**src/rtl/pm_pkg.sv**
```systemverilog
// Shared definitions for the power-gating wake-up scheduler.
//   pm_state_e : per-port wake-up FSM encoding
//   CNT_W      : width of the per-port wake-up latency counter
package pm_pkg;

    typedef enum logic [1:0] {
        IDLE = 2'b00,
        PEND = 2'b01,
        WAKE = 2'b10
    } pm_state_e;

    localparam int unsigned CNT_W = 8;

endpackage : pm_pkg

```
**src/rtl/wake_rr_arbiter.sv**
```systemverilog
// Single-grant arbiter for wake-up slots.
// Ports:
//   clk, reset : clock and synchronous active-high reset
//   req        : per-port request vector (ports pending with a valid request)
//   enable     : a slot is free this cycle; no grant is issued when low
//   grant      : one-hot grant (combinational), all zero when nothing is granted
// Macro WAKE_RR_EN: round-robin search starting after the last granted port.
// Without it the search pointer stays at port 0, giving fixed priority with the
// lowest index winning.
module wake_rr_arbiter #(
    parameter int unsigned NUM_PORTS = 4
) (
    input  logic                 clk,
    input  logic                 reset,
    input  logic [NUM_PORTS-1:0] req,
    input  logic                 enable,
    output logic [NUM_PORTS-1:0] grant
);

    localparam int unsigned IDX_W = (NUM_PORTS > 1) ? $clog2(NUM_PORTS) : 1;

`ifdef WAKE_RR_EN
    localparam bit ROUND_ROBIN = 1'b1;
`else
    localparam bit ROUND_ROBIN = 1'b0;
`endif

    logic [IDX_W-1:0] ptr;
    logic [IDX_W-1:0] win_idx;
    logic             found;

    // Circular search from ptr; first requesting port wins.
    always_comb begin
        int unsigned idx;
        grant   = '0;
        found   = 1'b0;
        win_idx = '0;
        idx     = 0;
        for (int unsigned k = 0; k < NUM_PORTS; k++) begin
            idx = 32'(ptr) + k;
            if (idx >= NUM_PORTS) begin
                idx = idx - NUM_PORTS;
            end
            if (!found && req[idx]) begin
                found   = 1'b1;
                win_idx = IDX_W'(idx);
            end
        end
        if (enable && found) begin
            grant[win_idx] = 1'b1;
        end
    end

    // Pointer moves past the winner only in round-robin builds.
    always_ff @(posedge clk) begin
        if (reset) begin
            ptr <= '0;
        end else if (ROUND_ROBIN && enable && found) begin
            ptr <= (32'(win_idx) == NUM_PORTS - 1) ? '0 : win_idx + IDX_W'(1);
        end
    end

endmodule : wake_rr_arbiter

```
**src/rtl/pg_wakeup_scheduler.sv**
```systemverilog
// Inrush-limited wake-up scheduler for power-gated router ports.
// Each port runs an IDLE/PEND/WAKE FSM; at most MAX_ACTIVE ports hold a
// wake-up slot at once, each for WAKE_UP_LATENCY cycles (1..255).
// Ports:
//   clk, reset   : clock and synchronous active-high reset
//   wake_req     : per-port level request to power the router back on
//   pwr_gated    : per-port status, high while the router is gated
//   wake_grant   : one-cycle pulse in the cycle a port is granted
//   waking       : high while the port holds a wake-up slot
//   wake_done    : one-cycle pulse after the slot is released
//   active_count : number of ports currently waking
// Macro WAKE_RR_EN: round-robin arbitration (default: fixed priority, port 0 highest).
module pg_wakeup_scheduler
    import pm_pkg::*;
#(
    parameter int unsigned NUM_PORTS       = 4,
    parameter int unsigned MAX_ACTIVE      = 2,
    parameter int unsigned WAKE_UP_LATENCY = 200
) (
    input  logic                 clk,
    input  logic                 reset,
    input  logic [NUM_PORTS-1:0] wake_req,
    input  logic [NUM_PORTS-1:0] pwr_gated,
    output logic [NUM_PORTS-1:0] wake_grant,
    output logic [NUM_PORTS-1:0] waking,
    output logic [NUM_PORTS-1:0] wake_done,
    output logic [7:0]           active_count
);

    localparam logic [CNT_W-1:0] LAST_CNT = CNT_W'(WAKE_UP_LATENCY - 1);

    pm_state_e            state [NUM_PORTS];
    logic [CNT_W-1:0]     cnt   [NUM_PORTS];
    logic [NUM_PORTS-1:0] req_valid;
    logic [NUM_PORTS-1:0] arb_req;
    logic [NUM_PORTS-1:0] grant;
    logic [NUM_PORTS-1:0] waking_nxt;
    logic [7:0]           count_nxt;
    logic                 arb_en;

    // A request is only meaningful while the router is actually gated.
    always_comb begin
        req_valid = '0;
        arb_req   = '0;
        for (int i = 0; i < NUM_PORTS; i++) begin
            req_valid[i] = wake_req[i] & pwr_gated[i];
            arb_req[i]   = (state[i] == PEND) & req_valid[i];
        end
    end

    // active_count is registered, so a slot freed at an edge is visible next cycle.
    assign arb_en = !reset && (active_count < 8'(MAX_ACTIVE));

    wake_rr_arbiter #(
        .NUM_PORTS (NUM_PORTS)
    ) u_arb (
        .clk    (clk),
        .reset  (reset),
        .req    (arb_req),
        .enable (arb_en),
        .grant  (grant)
    );

    assign wake_grant = grant;

    // Slot occupancy after the coming edge; feeds waking and active_count.
    always_comb begin
        waking_nxt = '0;
        count_nxt  = '0;
        for (int i = 0; i < NUM_PORTS; i++) begin
            case (state[i])
                PEND:    waking_nxt[i] = grant[i];
                WAKE:    waking_nxt[i] = (cnt[i] != LAST_CNT);
                default: waking_nxt[i] = 1'b0;
            endcase
            count_nxt = count_nxt + 8'(waking_nxt[i]);
        end
    end

    // Per-port FSMs with registered waking/wake_done/active_count.
    always_ff @(posedge clk) begin
        if (reset) begin
            for (int i = 0; i < NUM_PORTS; i++) begin
                state[i] <= IDLE;
                cnt[i]   <= '0;
            end
            waking       <= '0;
            wake_done    <= '0;
            active_count <= '0;
        end else begin
            for (int i = 0; i < NUM_PORTS; i++) begin
                wake_done[i] <= 1'b0;
                case (state[i])
                    IDLE: begin
                        if (req_valid[i]) begin
                            state[i] <= PEND;
                        end
                    end
                    PEND: begin
                        if (grant[i]) begin
                            state[i] <= WAKE;
                            cnt[i]   <= '0;
                        end else if (!req_valid[i]) begin
                            state[i] <= IDLE;
                        end
                    end
                    WAKE: begin
                        // Inputs are ignored until the slot is released.
                        if (cnt[i] == LAST_CNT) begin
                            state[i]     <= IDLE;
                            cnt[i]       <= '0;
                            wake_done[i] <= 1'b1;
                        end else begin
                            cnt[i] <= cnt[i] + CNT_W'(1);
                        end
                    end
                    default: begin
                        state[i] <= IDLE;
                    end
                endcase
            end
            waking       <= waking_nxt;
            active_count <= count_nxt;
        end
    end

endmodule : pg_wakeup_scheduler

```
**config.mk**
```make
export PLATFORM = sky130hd
export DESIGN_NAME = pg_wakeup_scheduler
export DESIGN_NICKNAME = d
export VERILOG_FILES = /design/src/rtl/pm_pkg.sv /design/src/rtl/wake_rr_arbiter.sv /design/src/rtl/pg_wakeup_scheduler.sv
export SDC_FILE = /design/constraint.sdc
export NUM_CORES = 1
export LEC_CHECK = 0
export ABC_AREA = 1
export BUFFER_PORTS_ARGS = -buffer_cell sky130_fd_sc_hd__clkbuf_2
export CAP_MARGIN = 10
export CORE_AREA = 2 2 115 117
export DETAILED_ROUTE_END_ITERATION = 8
export DIE_AREA = 0 0 117 119
export HOLD_SLACK_MARGIN = 0.15
export SYNTH_ARGS = -nofsm -noshare
export SYNTH_HDL_FRONTEND = slang
export SYNTH_SLANG_ARGS = --single-unit
export TNS_END_PERCENT = 100
```
**constraint.sdc**
```tcl
create_clock -name clk -period 6.7 [get_ports clk]
set_input_delay 0.67 -clock clk [delete_from_list [all_inputs] [get_ports clk]]
set_output_delay 0.67 -clock clk [all_outputs]
set_load 0.02 [all_outputs]
```
==> flow_summary.ini <==
[clocking]
cts_resized = 0
worstSkewPairLatency_ps = 290
cts_made_buffers = 5
numClockSinks = 51
htreeDepth = 2
cts_root_buf = sky130_fd_sc_hd__clkbuf_16
clk_transition_reported_paths_ps = 70
post-cts-setup-buffer-count = 0
cts.path.max_buffers = 2
hold_buffers = 0
tritoncts_clock_tree = yes

[synthesis]
synth.most_common_cell = sky130_fd_sc_hd__nand2_1
yosys.area_share.adder_pct = 9.89
synth_xor_xnor_area_share_pct = 2.64
synth_enable_flop_cells = 40
ys_async_sr_fraction_pct = 0
count_of_synthesis_stage_warnings_from_yosys = 0
synth.area.top_cells = sky130_fd_sc_hd__edfxtp_1, sky130_fd_sc_hd__ha_1, sky130_fd_sc_hd__nand2_1, sky130_fd_sc_hd__nor2_1, sky130_fd_sc_hd__dfxtp_1
post_synthesis_compound_gate_area_fraction_pct = 1.93
synth_cell_type_count = 31
yosys_most_used_dff = sky130_fd_sc_hd__edfxtp_1
most_used_standard_cells_in_the_synthesized_netlist = sky130_fd_sc_hd__nand2_1, sky130_fd_sc_hd__nor2_1, sky130_fd_sc_hd__inv_1
syn-mean-instance-area_um2 = 8.53
synth-seq-cells = 51
post-synth-top-area-cell = sky130_fd_sc_hd__edfxtp_1
yosys-mux-area-fraction_pct = 0
synth-simple-area-share_pct = 29.3
synthesized_instance_count = 350
synth.top_cell.area_share_pct = 40.2
syn-cell-area_um2 = 2990
sequential_fraction_of_the_synthesis_area_pct = 47.6
synth_top_family_by_area = simple AND/OR/NAND/NOR gates

[global_routing]
grtUsageMet1_pct = 11.7
grt.busiest_layer = met2
grt_max_degree = 24
grt_antenna_before_repair = 0
grt_usage_pct = 9.20
number_of_global_route_vias_before_repair = 2223
overflow_after_grt = 0
grt_pass1_wl_um = 10200
grt.met3_usage_pct = 2.54
met2_usage_pct = 15.1

[timing]
final.hold.worst_slack_ps = 597
fin_crit_ps = 2800
finalSetupViolCount = 0
grt_setup_unrepaired = no
fin_crit_sh_pct = 41.8
report.final.hold_viol_count = 0
fin_skew_ps = 3.09
slew_viol_final = 0
finalSetupTns_ps = 0
fmax_ghz = 0.357

[power_and_ir_drop]
cellPowerDensity_nw_per_um2 = 217
worst_supply_voltage_drop_on_vdd_v = 0.000103
p_leak_nw = 1.56

[cells_and_area]
nFillCells = 1361
antenna-diode-count = 0
area_growth_syn_to_layout_pct = 15.0
finalNonFillerCells = 554
finalNetCount = 410
layout-drive-gt1-share_pct = 11.6

[die]
placement_rows = 42
dieArea_um2 = 13900
floorplan.core_area_um2 = 12900
io-pin-count = 30
dieWidth_um = 117
fp.dieH_um = 119
initial_core_util_pct = 23.2

[worst_setup_path]
critical_path.most_common_cell = sky130_fd_sc_hd__nand2_2
critical_path.startpoint_type = input port
timing.critical_path.slowest_cell_delay_ps = 520
timing.setup.critical_path_class = in2reg
critical_path_arrival_ps = 2980
worst_setup_ep_type = register
timing.critical_path.required_ps = 6880
crit_chain = clkbuf_2 > inv_2 > nand2_2 > nor2_4 > and2_1 > nand2_2 > nand2_2 > nand2_2 > fa_1 > inv_1 > ha_1 > ha_1 > inv_1 > nor2_1
critical-path-slowest-cell = sky130_fd_sc_hd__fa_1
maximum_net_fanout_on_the_critical_path = 23
ff2ff_path_depth = 14

[drt]
antenna_violation_net_count_after_detailed_routing = 0
drt_first_pass_iters = 4
drtIter0Drc = 97
route.detailed.drc = 0
routed_wl_um = 6190
routed-via-count = 2296
post_drt_via_cell_ratio = 4.14
wl_per_cell_um = 11.2

[run]
drv.max_cap_violation_count = 0

[place]
io_buffer_count = 24
gp_congestion = 0.839
place.detailed.hpwl_um = 4740
placed_cells_incl_taps = 546

[min_path]
min_delay_path_depth = 1
timing.hold.worst.class = reg2reg

[run_status]
status = complete, no violations
==> registers in the layout (all words and copies together) (netlist names) <==
name	cells
cnt	32
state	8
wake_done	4
waking	4
active_count	3
==> power by group <==
part / total, mW / leakage, nW / switching (mW) / internal (mW)
Sequential: 0.390 / 0.514 / 0.0204 / 0.370
Clock: 0.256 / 0.0658 / 0.118 / 0.138
Combinational: 0.100 / 0.981 / 0.0677 / 0.0325
==> layer usage <==
| layer | vias up | routed length (um) |
|---|---|---|
| met5 | - | 0 |
| met4 | 0 | 57 |
| met3 | 6 | 338 |
| met2 | 45 | 2920 |
| met1 | 1064 | 2880 |
| li1 | 1181 | - |
==> final timing paths <==
| check | start | to | slack (ps) |
|---|---|---|---|
| worst max-delay path | reset | active_count[1]$_SDFF_PP0_ | 3900 |
| worst min register to register | cnt[3][0]$_SDFFCE_PN0P_ | cnt[3][0]$_SDFFCE_PN0P_ | 600 |
| worst min-delay path | cnt[3][0]$_SDFFCE_PN0P_ | cnt[3][0]$_SDFFCE_PN0P_ | 600 |
| worst max register to register | state[0][1]$_SDFFCE_PP0P_ | active_count[1]$_SDFF_PP0_ | 4100 |
==> logic make-up after synthesis <==
family,count (synthesis)
other,1
and+or+nand+nor,193
buffers and inverters,62
AOI/OAI and AO/OA,11
xor gates and xnor gates,9
adders and majority gates,23
DFF,51
==> critical path: cells and delay by family <==
family,cells,cell delay [ps]
adders and majority gates,3,960
and+or+nand+nor,7,680
buffers and inverters,4,660
==> per-stage QoR <==
stage | total power [mW] | cell area, um^2 | utilization, % | worst slack (ps)
floorplan | 0.469 | 3000 | - | 4260
global placement | 0.493 | 3290 | 25.5 | 3650
detailed placement | 0.498 | 3290 | 25.5 | 3590
CTS | 0.754 | 3430 | 26.7 | 3890
global route | 0.786 | 3430 | 26.7 | 3740
finish | 0.746 | 3430 | 26.7 | 3900
==> area by class of cell <==
class / instances / area [um^2] / share of cell area [%]
clock inverter: 3 / 20.0 / 0.583
timing repair buffer: 24 / 120 / 3.50
inverter: 54 / 203 / 5.90
tap: 176 / 220 / 6.41
sequential: 51 / 1420 / 41.4
multi-input combinational: 241 / 1330 / 38.6
clock buffer: 5 / 125 / 3.64
==> placed cells by master (no fill, tap or decap), drive strengths merged <==
| cell type | count |
|---|---|
| a21oi | 8 |
| and2 | 1 |
| and3 | 1 |
| clkbuf | 29 |
| clkinv | 1 |
| clkinvlp | 2 |
| conb | 5 |
| dfxtp | 11 |
| edfxtp | 40 |
| fa | 1 |
| ha | 22 |
| inv | 54 |
| nand2 | 66 |
| nand3 | 38 |
| nand4 | 13 |
| nor2 | 61 |
| nor3 | 9 |
| nor3b | 2 |
| nor4b | 1 |
| o211ai | 1 |
| o21ai | 2 |
| or2 | 1 |
| xnor2 | 2 |
| xor2 | 7 |
Note: power is estimated with default switching activity, not from simulation.
